<file path="src/rtl/uart_pkg.sv">
`default_nettype none
// ============================================================================
// Module      : uart_pkg
// Description : Shared definitions for the UART transmit path: FSM state
//               encoding, default queue depth, default START retry timeout
//               and the bit position of the busy flag in the CPU status word.
// Revision    : 1.0 - initial release
// ============================================================================
package uart_pkg;

    localparam int unsigned DEFAULT_DEPTH         = 8;
    localparam int unsigned DEFAULT_START_TIMEOUT = 15;
    localparam int unsigned BUSY_BIT              = 0;

    typedef enum logic [1:0] {
        ST_IDLE  = 2'd0,
        ST_START = 2'd1,
        ST_SEND  = 2'd2
    } tx_state_e;

endpackage
`default_nettype wire

</file>
<file path="src/rtl/sync_fifo.sv">
`default_nettype none
// ============================================================================
// Module      : sync_fifo
// Description : Single-clock FIFO with power-of-two depth. The head entry is
//               presented combinationally on rd_data. A write while full is
//               accepted only when a read happens in the same cycle;
//               otherwise it is dropped and the queue is left untouched.
// Ports       : clk, rst_n    - clock, asynchronous active-low reset
//               wr_en/wr_data - push request and data
//               rd_en         - pop request (ignored when empty)
//               rd_data       - current head entry
//               full/empty    - derived from the registered occupancy
// Revision    : 1.0 - initial release
// ============================================================================
module sync_fifo
    import uart_pkg::*;
#(
    parameter int unsigned DEPTH = DEFAULT_DEPTH,
    parameter int unsigned WIDTH = 8
) (
    input  logic             clk,
    input  logic             rst_n,
    input  logic             wr_en,
    input  logic [WIDTH-1:0] wr_data,
    input  logic             rd_en,
    output logic [WIDTH-1:0] rd_data,
    output logic             full,
    output logic             empty
);

    localparam int unsigned AW = $clog2(DEPTH);
    localparam int unsigned CW = AW + 1;

    logic [WIDTH-1:0] mem_q [DEPTH];
    logic [AW-1:0]    wr_ptr_q, wr_ptr_d;
    logic [AW-1:0]    rd_ptr_q, rd_ptr_d;
    logic [CW-1:0]    count_q,  count_d;

    logic w_push;
    logic w_pop;

    assign full    = (count_q == CW'(DEPTH));
    assign empty   = (count_q == '0);
    assign rd_data = mem_q[rd_ptr_q];

    // A pop frees the slot this cycle, so a push alongside it is safe even
    // when the queue is full.
    assign w_pop  = rd_en && !empty;
    assign w_push = wr_en && (!full || w_pop);

    always_comb begin
        wr_ptr_d = wr_ptr_q;
        rd_ptr_d = rd_ptr_q;
        count_d  = count_q;
        if (w_push) begin
            wr_ptr_d = wr_ptr_q + 1'b1;
        end
        if (w_pop) begin
            rd_ptr_d = rd_ptr_q + 1'b1;
        end
        unique case ({w_push, w_pop})
            2'b10:   count_d = count_q + 1'b1;
            2'b01:   count_d = count_q - 1'b1;
            default: count_d = count_q;
        endcase
    end

    always_ff @(posedge clk or negedge rst_n) begin
        if (!rst_n) begin
            wr_ptr_q <= '0;
            rd_ptr_q <= '0;
            count_q  <= '0;
        end else begin
            wr_ptr_q <= wr_ptr_d;
            rd_ptr_q <= rd_ptr_d;
            count_q  <= count_d;
        end
    end

    // Storage needs no reset: entries are only read once the count covers them.
    always_ff @(posedge clk) begin
        if (w_push) begin
            mem_q[wr_ptr_q] <= wr_data;
        end
    end

endmodule
`default_nettype wire

</file>
<file path="src/rtl/uart_tx_ctrl.sv">
`default_nettype none
// ============================================================================
// Module      : uart_tx_ctrl
// Description : CPU-side UART transmit controller. Bytes stored by the CPU
//               are queued in a sync_fifo and launched one at a time to the
//               serializer with a single-cycle tx_start pulse. If the
//               serializer does not raise tx_busy within START_TIMEOUT
//               cycles the same byte is launched again.
// Ports       : clk, rst_n     - clock, asynchronous active-low reset
//               uart_write     - CPU data-register store strobe
//               data_from_cpu  - store data, bits [7:0] used
//               uart_busy      - status bit for CPU polling
//               tx_start       - launch pulse to serializer
//               tx_data        - byte under transmission
//               tx_busy        - serializer shifting
//               tx_idle        - queue empty and FSM idle
//               ovf            - sticky drop flag (UART_TX_OVF_EN only)
// Config      : define UART_TX_OVF_EN to add the ovf output; uart_busy then
//               also reports a pending overflow.
// Revision    : 1.0 - initial release
// ============================================================================
module uart_tx_ctrl
    import uart_pkg::*;
#(
    parameter int unsigned DEPTH         = DEFAULT_DEPTH,
    parameter int unsigned START_TIMEOUT = DEFAULT_START_TIMEOUT
) (
    input  logic        clk,
    input  logic        rst_n,
    input  logic        uart_write,
    input  logic [31:0] data_from_cpu,
    output logic        uart_busy,
    output logic        tx_start,
    output logic [7:0]  tx_data,
    input  logic        tx_busy,
    output logic        tx_idle
`ifdef UART_TX_OVF_EN
    ,
    output logic        ovf
`endif
);

    localparam int unsigned TW = $clog2(START_TIMEOUT + 1);

    tx_state_e      state_q,    state_d;
    logic [7:0]     tx_data_q,  tx_data_d;
    logic           tx_start_q, tx_start_d;
    logic [TW-1:0]  timer_q,    timer_d;

    logic           w_pop;
    logic           w_full;
    logic           w_empty;
    logic [7:0]     w_head;
    logic [BUSY_BIT:0] w_status;
    logic           w_unused_data;

    assign w_unused_data = ^data_from_cpu[31:8];

    sync_fifo #(
        .DEPTH (DEPTH),
        .WIDTH (8)
    ) u_fifo (
        .clk     (clk),
        .rst_n   (rst_n),
        .wr_en   (uart_write),
        .wr_data (data_from_cpu[7:0]),
        .rd_en   (w_pop),
        .rd_data (w_head),
        .full    (w_full),
        .empty   (w_empty)
    );

    always_comb begin
        state_d    = state_q;
        tx_data_d  = tx_data_q;
        tx_start_d = 1'b0;
        timer_d    = timer_q;
        w_pop      = 1'b0;
        unique case (state_q)
            ST_IDLE: begin
                if (!w_empty) begin
                    w_pop      = 1'b1;
                    tx_data_d  = w_head;
                    tx_start_d = 1'b1;
                    timer_d    = '0;
                    state_d    = ST_START;
                end
            end
            ST_START: begin
                if (tx_busy) begin
                    timer_d = '0;
                    state_d = ST_SEND;
                end else if (timer_q == TW'(START_TIMEOUT - 1)) begin
                    // Serializer missed the launch: pulse again, byte unchanged.
                    tx_start_d = 1'b1;
                    timer_d    = '0;
                end else begin
                    timer_d = timer_q + 1'b1;
                end
            end
            ST_SEND: begin
                if (!tx_busy) begin
                    state_d = ST_IDLE;
                end
            end
            default: begin
                state_d = ST_IDLE;
            end
        endcase
    end

    always_ff @(posedge clk or negedge rst_n) begin
        if (!rst_n) begin
            state_q    <= ST_IDLE;
            tx_data_q  <= 8'h00;
            tx_start_q <= 1'b0;
            timer_q    <= '0;
        end else begin
            state_q    <= state_d;
            tx_data_q  <= tx_data_d;
            tx_start_q <= tx_start_d;
            timer_q    <= timer_d;
        end
    end

`ifdef UART_TX_OVF_EN
    logic ovf_q, ovf_d;
    logic w_accept;

    assign w_accept = uart_write && (!w_full || w_pop);

    // A rejected write sets the flag; the next write landing in an empty
    // queue marks the CPU as having recovered and clears it.
    always_comb begin
        ovf_d = ovf_q;
        if (uart_write && !w_accept) begin
            ovf_d = 1'b1;
        end else if (w_accept && w_empty) begin
            ovf_d = 1'b0;
        end
    end

    always_ff @(posedge clk or negedge rst_n) begin
        if (!rst_n) begin
            ovf_q <= 1'b0;
        end else begin
            ovf_q <= ovf_d;
        end
    end

    assign ovf                = ovf_q;
    assign w_status[BUSY_BIT] = w_full | ovf_q;
`else
    assign w_status[BUSY_BIT] = w_full;
`endif

    assign uart_busy = w_status[BUSY_BIT];
    assign tx_start  = tx_start_q;
    assign tx_data   = tx_data_q;
    assign tx_idle   = w_empty && (state_q == ST_IDLE);

endmodule
`default_nettype wire

</file>
<file path="config.mk">
export PLATFORM = sky130hd
export DESIGN_NAME = uart_tx_ctrl
export DESIGN_NICKNAME = d
export VERILOG_FILES = /design/src/rtl/uart_pkg.sv /design/src/rtl/sync_fifo.sv /design/src/rtl/uart_tx_ctrl.sv
export SDC_FILE = /design/constraint.sdc
export NUM_CORES = 1
export LEC_CHECK = 0
export CAP_MARGIN = 0
export CELL_PAD_IN_SITES_DETAIL_PLACEMENT = 0
export CELL_PAD_IN_SITES_GLOBAL_PLACEMENT = 2
export CORE_UTILIZATION = 42
export CTS_BUF_LIST = sky130_fd_sc_hd__clkbuf_16
export DETAILED_ROUTE_END_ITERATION = 8
export GPL_TIMING_DRIVEN = 0
export PLACE_DENSITY = 0.82
export SETUP_SLACK_MARGIN = 0.15
export SLEW_MARGIN = 20
export SYNTH_ARGS = -nofsm -noshare
export SYNTH_HDL_FRONTEND = slang
export SYNTH_SLANG_ARGS = --single-unit
export TNS_END_PERCENT = 100
</file>
<file path="constraint.sdc">
create_clock -name clk -period 7.1 [get_ports clk]
set_input_delay 0.71 -clock clk [delete_from_list [all_inputs] [get_ports clk]]
set_output_delay 0.71 -clock clk [all_outputs]
set_load 0.1 [all_outputs]
</file>
==> impl_metrics.toml <==
[pwr]
p_leak_uw = 0.00173
powerDensity_nw_per_um2 = 482
peakVddDrop_mv = 0.181

[yosys]
yosysSeqAreaShare_pct = 67.8
syn-num-nets = 307
syn_area_sq_um = 3760
ys_seq_elements = 89
synth_top_area_share_pct = 51.1
syn_area_per_cell_sq_um = 14.2
synth_top_area_cell = "edfxtp_1"
synth_area_leaders = "edfxtp_1, dfrtp_1, mux2i_1, a22oi_1, nand2_1"
synth.distinct_cells = 41
syn-instance-count = 264
ys_warn_count = 0

[finish]
layout_commonest_cell = "edfxtp_1"
syn_to_final_growth_pct = 17.7
diodes = 0
mostFrequentLayoutCells = "edfxtp_1, mux2i_1, nand2_1, dfrtp_1, clkdlybuf4s50_1"
drive_gt1_share_pct = 12.2
finish.utilization_pct = 51.0
fillCellCount = 748
nNetsFinal = 341

[sta]
finalHoldViolations = 0
finalSetupViolCount = 0
rsz0062_at_grt = "false"
relSlewSlack_pct = 35.4
finalClockSkew_ns = 0.00840
min_period_ns = 3.41
post-route-period-util_pct = 48.1
tns_ns = 0
slew_viol_final = 0
max_freq_mhz = 293
tightest_slew_ns = 0.966

[cts]
clk_pin_slew_ns = 0.06
clockBufferDepth = 2
hold_buffers = 0
insertion_delay_ns = 0.34
htree_levels = 3
cts_resized = 0
cts_root_buf = "clkbuf_16"
postCtsSetupBuffers = 0
cts_buffers = 9
clock-sinks = 89
cts_tree = "yes"

[worst_setup_path]
crit_type = "reg2out"
critPathArrivalTime_ns = 2.70
cp_slowest_cell = "clkdlybuf4s50_1"
start_kind = "register"
crit_family = "buffers and inverters"
endpoint_kind = "output port"
cp_num_buf_inv = 2
required_ns = 6.39
worstPathMaxFanout = 7
worstRegToRegCells = 10
max_stage_delay_ns = 1.13
path_cells = "or4_4, buf_6, nor2_1, clkdlybuf4s50_1"
path_depth = 4

[floorplan]
die_x_microns = 96.6
ioPinCount = 47
die_y_microns = 96.6
dieArea_sq_um = 9330
core.rowCount = 34
placeableCoreArea_sq_um = 8680
start_util_pct = 43.3

[detailed_routing]
via_per_inst = 5.20
drt_iter0_markers = 192
firstDrtPassIters = 4
drcViolationCount = 0
detail-route-antenna-nets = 0
wl_per_cell_microns = 17.1
wl_microns = 7040
vias = 2139

[grt]
grt_pass1_wl_microns = 11800
antenna_found_initial = 0
overflow = 0
grt_max_degree = 26
grt_pass1_vias = 2155
grt_usage_pct = 17.0

[place]
dp_hpwl_microns = 4630
numPortBuffers = 21
gp_congestion = 0.725

[min_path]
hold_class = "in2async"

[flow_run]
cap_violations = 0

[run_status]
status = "finished, final reports clean"
==> sequential cells by signal (all words and copies together) (netlist names) <==
| signal | cells |
|---|---|
| tx_start | 1 |
| state_q | 2 |
| u_fifo.mem_q | 64 |
| timer_q | 4 |
| u_fifo.count_q | 4 |
| tx_data | 8 |
| u_fifo.rd_ptr_q | 3 |
| u_fifo.wr_ptr_q | 3 |
==> synthesized netlist by cell type (all sizes together) <==
master,instances
a22oi,16
edfxtp,64
nor2,14
fa,1
a211o,1
mux2,3
or2,1
a211oi,1
xor2,1
o22a,1
nand2,25
a21oi,3
xnor2,6
nor4bb,1
buf,10
a21o,2
nor2b,2
o21ai,13
and2,4
a22o,2
or4,1
nor3,3
o21bai,2
nor3b,1
inv,5
or3b,2
dfrtp,25
nand3,6
a31oi,1
mux2i,33
ha,6
nand3b,2
nand2b,3
clkbuf,3
==> metal layers <==
layer	wire length, microns	vias to the layer above	global-route usage, %
met5	0	-	0
met4	113	0	5.97
met3	307	12	4.70
met2	3370	41	26.4
met1	3250	1037	23.0
li1	-	1049	-
==> power by group <==
group | switching [uW] | internal, uW
Sequential | 73.1 | 687
Combinational | 588 | 312
Clock | 195 | 275
Total | 857 | 1270
==> final timing paths <==
path / start / endpoint / slack (ns)
worst max-delay path: u_fifo.count_q[1]$_DFFE_PN0P_ / tx_idle / 3.69
worst min-delay path: rst_n / state_q[0]$_DFFE_PN0P_ / 0.37
worst max register to register: u_fifo.count_q[1]$_DFFE_PN0P_ / u_fifo.count_q[3]$_DFFE_PN0P_ / 4.35
worst min register to register: tx_data[6]$_DFFE_PN0N_ / tx_data[6]$_DFFE_PN0N_ / 0.48
max in group asynchronous: rst_n / u_fifo.wr_ptr_q[1]$_DFFE_PN0P_ / 6.36
min in group clk: tx_data[6]$_DFFE_PN0N_ / tx_data[6]$_DFFE_PN0N_ / 0.48
==> layout make-up <==
class	instances	area (sq um)	area share (%)
buffer	13	70.1	1.58
clock buffer	9	225	5.09
clock inverter	7	75.1	1.70
inverter	5	18.8	0.424
multi-input combinational	157	1130	25.6
sequential	89	2550	57.6
tap	108	135	3.05
timing repair buffer	23	220	4.98
==> through the flow <==
| stage | area, sq um | power [uW] | hold slack, ns | setup WS, ns | cells |
|---|---|---|---|---|---|
| finish | 4430 | 2130 | 0.365 | 3.69 | 411 |
| global route | 4430 | 2270 | 0.401 | 3.62 | 411 |
| CTS | 4430 | 2150 | 0.389 | 3.67 | 411 |
| detailed placement | 4130 | 1680 | 0.475 | 4.03 | 395 |
| global placement | 4110 | 1670 | 0.468 | 4.03 | 393 |
| floorplan | 3760 | 1440 | 0.414 | 4.05 | 264 |
==> logic make-up after synthesis <==
kind of cell               after synthesis  synth area share (%)
AOI/OAI and AO/OA                       42                  7.55
buffers and inverters                   18                  2.36
xor gates and xnor gates                 7                  1.63
DFF                                     89                  67.8
muxes                                   36                  9.78
and+or+nand+nor                         65                  8.39
adders and majority gates                7                  2.53
No activity file was read; power rests on OpenSTA's default activity.
